`src/rtl/branch_feedback_queue_pkg.sv`:
```
// Shared types and constants for the branch feedback queue and its neighbours
// (fetch predictor and ALU/branch unit).
package branch_feedback_queue_pkg;

  typedef logic [31:0] ADDR_TP;
  typedef logic [31:0] WORD_TP;

  localparam logic TRUE  = 1'b1;
  localparam logic FALSE = 1'b0;

  // Fall-through distance for a not-taken branch.
  localparam ADDR_TP NEXT_PC_INC = 32'd4;

  localparam int BFQ_TAG_W = 3;
  typedef logic [BFQ_TAG_W-1:0] BFQ_TAG_TP;

  typedef enum logic {
    BFQ_NORMAL = 1'b0,
    BFQ_FLUSH  = 1'b1
  } bfq_state_e;

endpackage

```
`src/rtl/branch_feedback_queue.sv`:
```
// In-order branch prediction queue: allocated by fetch, resolved out of order
// by execute, retired in program order into the predictor update / flush port.
module branch_feedback_queue
  import branch_feedback_queue_pkg::*;
#(
  parameter int DEPTH = 8,
  parameter int TAG_W = 3
) (
  input  logic             clk,
  input  logic             rst,
  input  logic             rdy,
  input  logic             alloc_ena,
  input  logic [31:0]      alloc_pc,
  input  logic             alloc_pred_tk,
  input  logic [31:0]      alloc_pred_tgt,
  output logic             alloc_rdy,
  output logic [TAG_W-1:0] alloc_tag,
  input  logic             rs_ena,
  input  logic [TAG_W-1:0] rs_tag,
  input  logic             rs_tk,
  input  logic [31:0]      rs_tgt,
  output logic             fb_ena,
  output logic             fb_tk,
  output logic [31:0]      fb_pc,
  output logic             flush,
  output logic [31:0]      redirect_pc
);

  localparam logic [TAG_W:0] FULL_COUNT = (TAG_W+1)'(DEPTH);

  logic   valid_q    [DEPTH];
  logic   valid_d    [DEPTH];
  logic   resolved_q [DEPTH];
  logic   resolved_d [DEPTH];
  ADDR_TP pc_q       [DEPTH];
  ADDR_TP pc_d       [DEPTH];
  logic   pred_tk_q  [DEPTH];
  logic   pred_tk_d  [DEPTH];
  ADDR_TP pred_tgt_q [DEPTH];
  ADDR_TP pred_tgt_d [DEPTH];
  logic   act_tk_q   [DEPTH];
  logic   act_tk_d   [DEPTH];
  ADDR_TP act_tgt_q  [DEPTH];
  ADDR_TP act_tgt_d  [DEPTH];

  logic [TAG_W-1:0] head_q, head_d, tail_q, tail_d;
  logic [TAG_W:0]   count_q, count_d;
  bfq_state_e       state_q, state_d;

  logic   fb_ena_q, fb_ena_d, fb_tk_q, fb_tk_d, flush_q, flush_d;
  ADDR_TP fb_pc_q, fb_pc_d, redirect_pc_q, redirect_pc_d;

  logic in_normal, alloc_fire, rs_fire, retire, mispredict;

  assign in_normal = (state_q == BFQ_NORMAL);
  assign alloc_rdy = (count_q != FULL_COUNT) && in_normal;
  assign alloc_tag = tail_q;

  assign alloc_fire = alloc_ena && alloc_rdy;
  assign rs_fire    = rs_ena && valid_q[rs_tag] && in_normal;
  // Retirement looks only at pre-edge state, so a same-cycle resolve of the
  // head entry cannot shortcut the one-cycle resolve-to-retire latency.
  assign retire     = in_normal && valid_q[head_q] && resolved_q[head_q];
  assign mispredict = retire &&
                      ((act_tk_q[head_q] != pred_tk_q[head_q]) ||
                       (act_tk_q[head_q] && (act_tgt_q[head_q] != pred_tgt_q[head_q])));

  always_comb begin
    valid_d       = valid_q;
    resolved_d    = resolved_q;
    pc_d          = pc_q;
    pred_tk_d     = pred_tk_q;
    pred_tgt_d    = pred_tgt_q;
    act_tk_d      = act_tk_q;
    act_tgt_d     = act_tgt_q;
    head_d        = head_q;
    tail_d        = tail_q;
    count_d       = count_q + (TAG_W+1)'(alloc_fire) - (TAG_W+1)'(retire);
    state_d       = BFQ_NORMAL;
    fb_ena_d      = FALSE;
    fb_tk_d       = fb_tk_q;
    fb_pc_d       = fb_pc_q;
    flush_d       = FALSE;
    redirect_pc_d = redirect_pc_q;

    if (rs_fire) begin
      resolved_d[rs_tag] = TRUE;
      act_tk_d[rs_tag]   = rs_tk;
      act_tgt_d[rs_tag]  = rs_tgt;
    end

    if (alloc_fire) begin
      valid_d[tail_q]    = TRUE;
      resolved_d[tail_q] = FALSE;
      pc_d[tail_q]       = alloc_pc;
      pred_tk_d[tail_q]  = alloc_pred_tk;
      pred_tgt_d[tail_q] = alloc_pred_tgt;
      tail_d             = tail_q + TAG_W'(1);
    end

    if (retire) begin
      valid_d[head_q]    = FALSE;
      resolved_d[head_q] = FALSE;
      head_d             = head_q + TAG_W'(1);
      fb_ena_d           = TRUE;
      fb_tk_d            = act_tk_q[head_q];
      fb_pc_d            = pc_q[head_q];
    end

    // A mispredict squashes every younger entry, including anything
    // allocated or resolved on this same edge.
    if (mispredict) begin
      for (int i = 0; i < DEPTH; i++) begin
        valid_d[i]    = FALSE;
        resolved_d[i] = FALSE;
      end
      head_d        = '0;
      tail_d        = '0;
      count_d       = '0;
      state_d       = BFQ_FLUSH;
      flush_d       = TRUE;
      redirect_pc_d = act_tk_q[head_q] ? act_tgt_q[head_q] : pc_q[head_q] + NEXT_PC_INC;
    end
  end

  always_ff @(posedge clk) begin
    if (rst) begin
      for (int i = 0; i < DEPTH; i++) begin
        valid_q[i]    <= FALSE;
        resolved_q[i] <= FALSE;
        pc_q[i]       <= '0;
        pred_tk_q[i]  <= FALSE;
        pred_tgt_q[i] <= '0;
        act_tk_q[i]   <= FALSE;
        act_tgt_q[i]  <= '0;
      end
      head_q        <= '0;
      tail_q        <= '0;
      count_q       <= '0;
      state_q       <= BFQ_NORMAL;
      fb_ena_q      <= FALSE;
      fb_tk_q       <= FALSE;
      fb_pc_q       <= '0;
      flush_q       <= FALSE;
      redirect_pc_q <= '0;
    end else if (rdy) begin
      valid_q       <= valid_d;
      resolved_q    <= resolved_d;
      pc_q          <= pc_d;
      pred_tk_q     <= pred_tk_d;
      pred_tgt_q    <= pred_tgt_d;
      act_tk_q      <= act_tk_d;
      act_tgt_q     <= act_tgt_d;
      head_q        <= head_d;
      tail_q        <= tail_d;
      count_q       <= count_d;
      state_q       <= state_d;
      fb_ena_q      <= fb_ena_d;
      fb_tk_q       <= fb_tk_d;
      fb_pc_q       <= fb_pc_d;
      flush_q       <= flush_d;
      redirect_pc_q <= redirect_pc_d;
    end
  end

  assign fb_ena      = fb_ena_q;
  assign fb_tk       = fb_tk_q;
  assign fb_pc       = fb_pc_q;
  assign flush       = flush_q;
  assign redirect_pc = redirect_pc_q;

endmodule

```
`config.mk`:
```
export PLATFORM = sky130hd
export DESIGN_NAME = branch_feedback_queue
export DESIGN_NICKNAME = d
export VERILOG_FILES = /design/src/rtl/branch_feedback_queue_pkg.sv /design/src/rtl/branch_feedback_queue.sv
export SDC_FILE = /design/constraint.sdc
export NUM_CORES = 2
export LEC_CHECK = 0
export ABC_AREA = 0
export CAP_MARGIN = 20
export CORE_ASPECT_RATIO = 1.75
export CORE_MARGIN = 2
export CORE_UTILIZATION = 61
export CTS_CLUSTER_SIZE = 24
export DETAILED_ROUTE_END_ITERATION = 10
export GPL_TIMING_DRIVEN = 0
export PLACE_DENSITY = 0.77
export SYNTH_ARGS = -nofsm -noshare
export SYNTH_HDL_FRONTEND = slang
export SYNTH_SLANG_ARGS = --single-unit
```
`constraint.sdc`:
```
create_clock -name clk -period 4.75 [get_ports clk]
set_input_delay 0.95 -clock clk [delete_from_list [all_inputs] [get_ports clk]]
set_output_delay 0.95 -clock clk [all_outputs]
set_load 0.02 [all_outputs]
```
==> impl_metrics.py <==
metrics = {
    "worst_setup_path": {
        "crit_chain": "buf_2 -> buf_2 -> buf_4 -> buf_4 -> clkbuf_4 -> buf_2 -> buf_2 -> clkbuf_4 -> nand2_1 -> a21oi_1 -> a21oi_1 -> nor4_1 -> a31o_2",
        "rr_worst_depth": 13,
        "crit_slowest_cell": "nor4_1",
        "crit_top_cell": "buf_2",
        "arrival_ps": 5650,
        "r2r_start": "head_q[2]",
        "critPathLaunchType": "register",
        "crit_required_ps": 5380,
        "path_class": "reg2reg",
        "worstSetupStartpoint": "head_q[2]",
        "cp_max_fo": 11,
        "cpPeakStageDelay_ps": 490,
        "end_kind": "register",
    },
    "yosys": {
        "yosys_warnings": 0,
        "synth.largest_area_cell": "dfxtp_1",
        "synthAdderAreaFrac_pct": 0.303,
        "synth_edf_count": 0,
        "synth_nets": 4794,
        "synthDominantCellAreaShare_pct": 44.2,
        "syn_inst": 4679,
        "synth-simple-area-share_pct": 18.6,
        "synth_compound_area_share_pct": 13.1,
        "ys_top_cells_by_area": "dfxtp_1 (44%), nand2_1 (11%), mux2i_1 (8.8%)",
        "synthMuxAreaShare_pct": 15.3,
        "synth_area_mm2": 0.0397,
        "synthFlopType": "dfxtp_1",
        "avgSynthCellArea_um2": 8.48,
        "synth_top_family_by_area": "simple AND/OR/NAND/NOR gates",
        "synth-xor-area-share_pct": 3.05,
        "yosysSeqAreaShare_pct": 44.2,
        "synthArstFlopShare_pct": 0,
        "ys_types": 84,
        "synth-seq-cells": 877,
    },
    "timing": {
        "finalCritPeriodShare_pct": 106,
        "max-slew-margin-rel_pct": 8.35,
        "hold_violations": 0,
        "whs_ps": 452,
        "max_freq_mhz": 199,
        "rsz0062_at_grt": "true",
        "finalSetupViolations": 42,
        "worstMarginPinSlew_ps": 1370,
        "finalCriticalPeriod_ps": 5010,
        "finClkSkew_ps": 27.6,
        "finalMaxSlewViolations": 0,
        "setup_slack_ps": -263,
    },
    "floorplan": {
        "die_w_um": 197,
        "row_count": 123,
        "fp.dieH_um": 341,
        "start_util_pct": 61.7,
        "io_pins": 177,
        "dieArea_mm2": 0.0672,
        "coreArea_mm2": 0.0643,
    },
    "clock_network": {
        "cts_buffers": 79,
        "cts_buffer_depth": 3,
        "clk-insertion-delay-late_ps": 710,
        "path_clk_slew_ps": 70,
        "cts_sinks": 877,
        "cts_root_buf": "clkbuf_16",
        "htree_levels": 3,
        "cts_tree": "done",
        "holdBufCountCts": 0,
    },
    "global_route": {
        "grt.total_usage_pct": 59.8,
        "grt_pass1_vias": 38500,
        "grt-ovfl-total": 0,
        "antenna_found_initial": 20,
        "grt_pass1_wl_mm": 283,
        "grt_start_max_net_pins": 17,
    },
    "power": {
        "powerDensity_mw_per_mm2": 348,
        "p_leak_nw": 15.5,
        "ir_worst_vdd_mv": 0.404,
        "design_power_total_mw": 15.7,
    },
    "place": {
        "post-dp-hpwl_mm": 140,
        "place.detailed.instances": 5585,
        "placed_cell_area_mm2": 0.0417,
        "place_congestion": 1.10,
        "place.port_buffers": 76,
    },
    "layout": {
        "syn2layout_area_growth_pct": 13.9,
        "fin_nets": 4991,
        "drive_gt1_share_pct": 10.1,
        "fin_area_mm2": 0.0452,
        "finalCoreUtilization_pct": 70.3,
        "stdcell_count": 5766,
    },
    "routing": {
        "ant_nets": 0,
        "drt_iter0_drc": 6887,
        "drc_errors": 0,
        "vias": 40600,
        "routed_wl_mm": 201,
        "vias_per_cell": 7.04,
        "first_pass_iters": 9,
        "wire_per_inst_um": 34.8,
    },
    "worst_hold_path": {
        "hp-start": "pc_q[59]",
        "hp-class": "reg2reg",
        "hold_depth": 2,
    },
    "job": {
        "maxCapViolations": 0,
    },
    "outcome": {
        "violations": "negative setup slack",
        "outcome": "complete, but fails checks",
    },
}
## state kept, by name (all words and copies together), names as in the netlist
register and count:
pc_q 256, head_q 3, flush 1, act_tk_q 8, fb_pc 32, valid_q 8, alloc_tag 3, redirect_pc 32
act_tgt_q 256, resolved_q 8, fb_tk 1, fb_ena 1, pred_tk_q 8, pred_tgt_q 256, count_q 4
## repair_timing
| action | CTS | global route |
|---|---|---|
| resized for setup | 74 | 78 |
| pin swaps | 4 | 6 |
| setup buffers | 9 | 4 |
| setup endpoints to repair | 93 | 63 |
## worst paths after layout
check	end	slack [ps]
worst max-delay path	redirect_pc[13]	-260
worst max register to register	redirect_pc[13]	-260
worst min register to register	pc_q[59]	450
worst min-delay path	pc_q[59]	450
## routing by layer
layer / up-vias / wire length (um) / global-route usage, %
met5: - / 327 / 2.90
met4: 16 / 29000 / 62.9
met3: 1618 / 29100 / 28.8
met2: 3804 / 83700 / 86.5
met1: 18800 / 58700 / 60.4
li1: 16300 / - / -
## Yosys cell counts, drive strengths merged, types with 19 or more instances
library cell  count
o22ai            26
buf             169
nand2          1199
nand3            66
mux2             23
mux2i           348
nor3             40
dfxtp           877
o21ai            53
a22oi            25
nor4             20
o211ai           34
clkbuf          301
nand2b           20
xnor2            67
a21oi           608
xor2             71
mux4            102
a221oi           25
nor2            350
a211oi           28
inv              19
## through the flow
step	TNS, ps	setup slack (ps)
floorplan	0	1240
global placement	-292520	-1730
detailed placement	-130460	-1420
CTS	0	0.776
global route	-552	-134
finish	-5070	-263
## critical path, delay by kind of cell, from the launching register on
family / cells / cell delay, ps
DFF: 1 / 330
AOI/OAI and AO/OA: 3 / 730
buffers and inverters: 8 / 3200
and+or+nand+nor: 2 / 600
## where the power goes
group          internal, mW  leakage (nW)  total, mW  switching [mW]
clock network          4.07          1.41       7.23            3.16
registers              7.42          7.07       7.47          0.0487
logic                 0.266          6.98       1.05           0.782
## cell families (layout without fill, tap and decap cells)
logic type,count (synthesis),count (layout)
AOI/OAI and AO/OA,896,896
xor gates and xnor gates,138,138
adders and majority gates,9,9
buffers and inverters,490,748
DFF,877,877
muxes,473,473
other,0,17
and+or+nand+nor,1796,1796
## area by class of cell
type | count | area [um^2]
multi-input cells | 3312 | 20200
well taps | 812 | 1020
plain buffers | 469 | 2300
fillers | 5276 | 19100
flip-flops and latches | 877 | 17600
inverters | 20 | 81.3
clock inverters | 30 | 492
clock buffers | 112 | 2350
repair buffers | 117 | 1170
diodes | 17 | 42.5
## cells in the final DEF, fill, tap and decap left out, drive strengths merged, types with 18 or more instances in the layout
cell / synthesis / routed
a22oi: 25 / 25
nor2: 350 / 350
xnor2: 67 / 67
a21oi: 608 / 608
inv: 19 / 20
o22ai: 26 / 26
clkbuf: 301 / 423
buf: 169 / 198
a211oi: 28 / 28
mux4: 102 / 102
dfxtp: 877 / 877
nand2: 1199 / 1199
clkdlybuf4s50: 0 / 76
mux2i: 348 / 348
clkinv: 1 / 18
nor4: 20 / 20
nor3: 40 / 40
o211ai: 34 / 34
xor2: 71 / 71
nand3: 66 / 66
nand2b: 20 / 20
mux2: 23 / 23
a221oi: 25 / 25
o21ai: 53 / 53
Note: power is estimated with default switching activity, not from simulation.
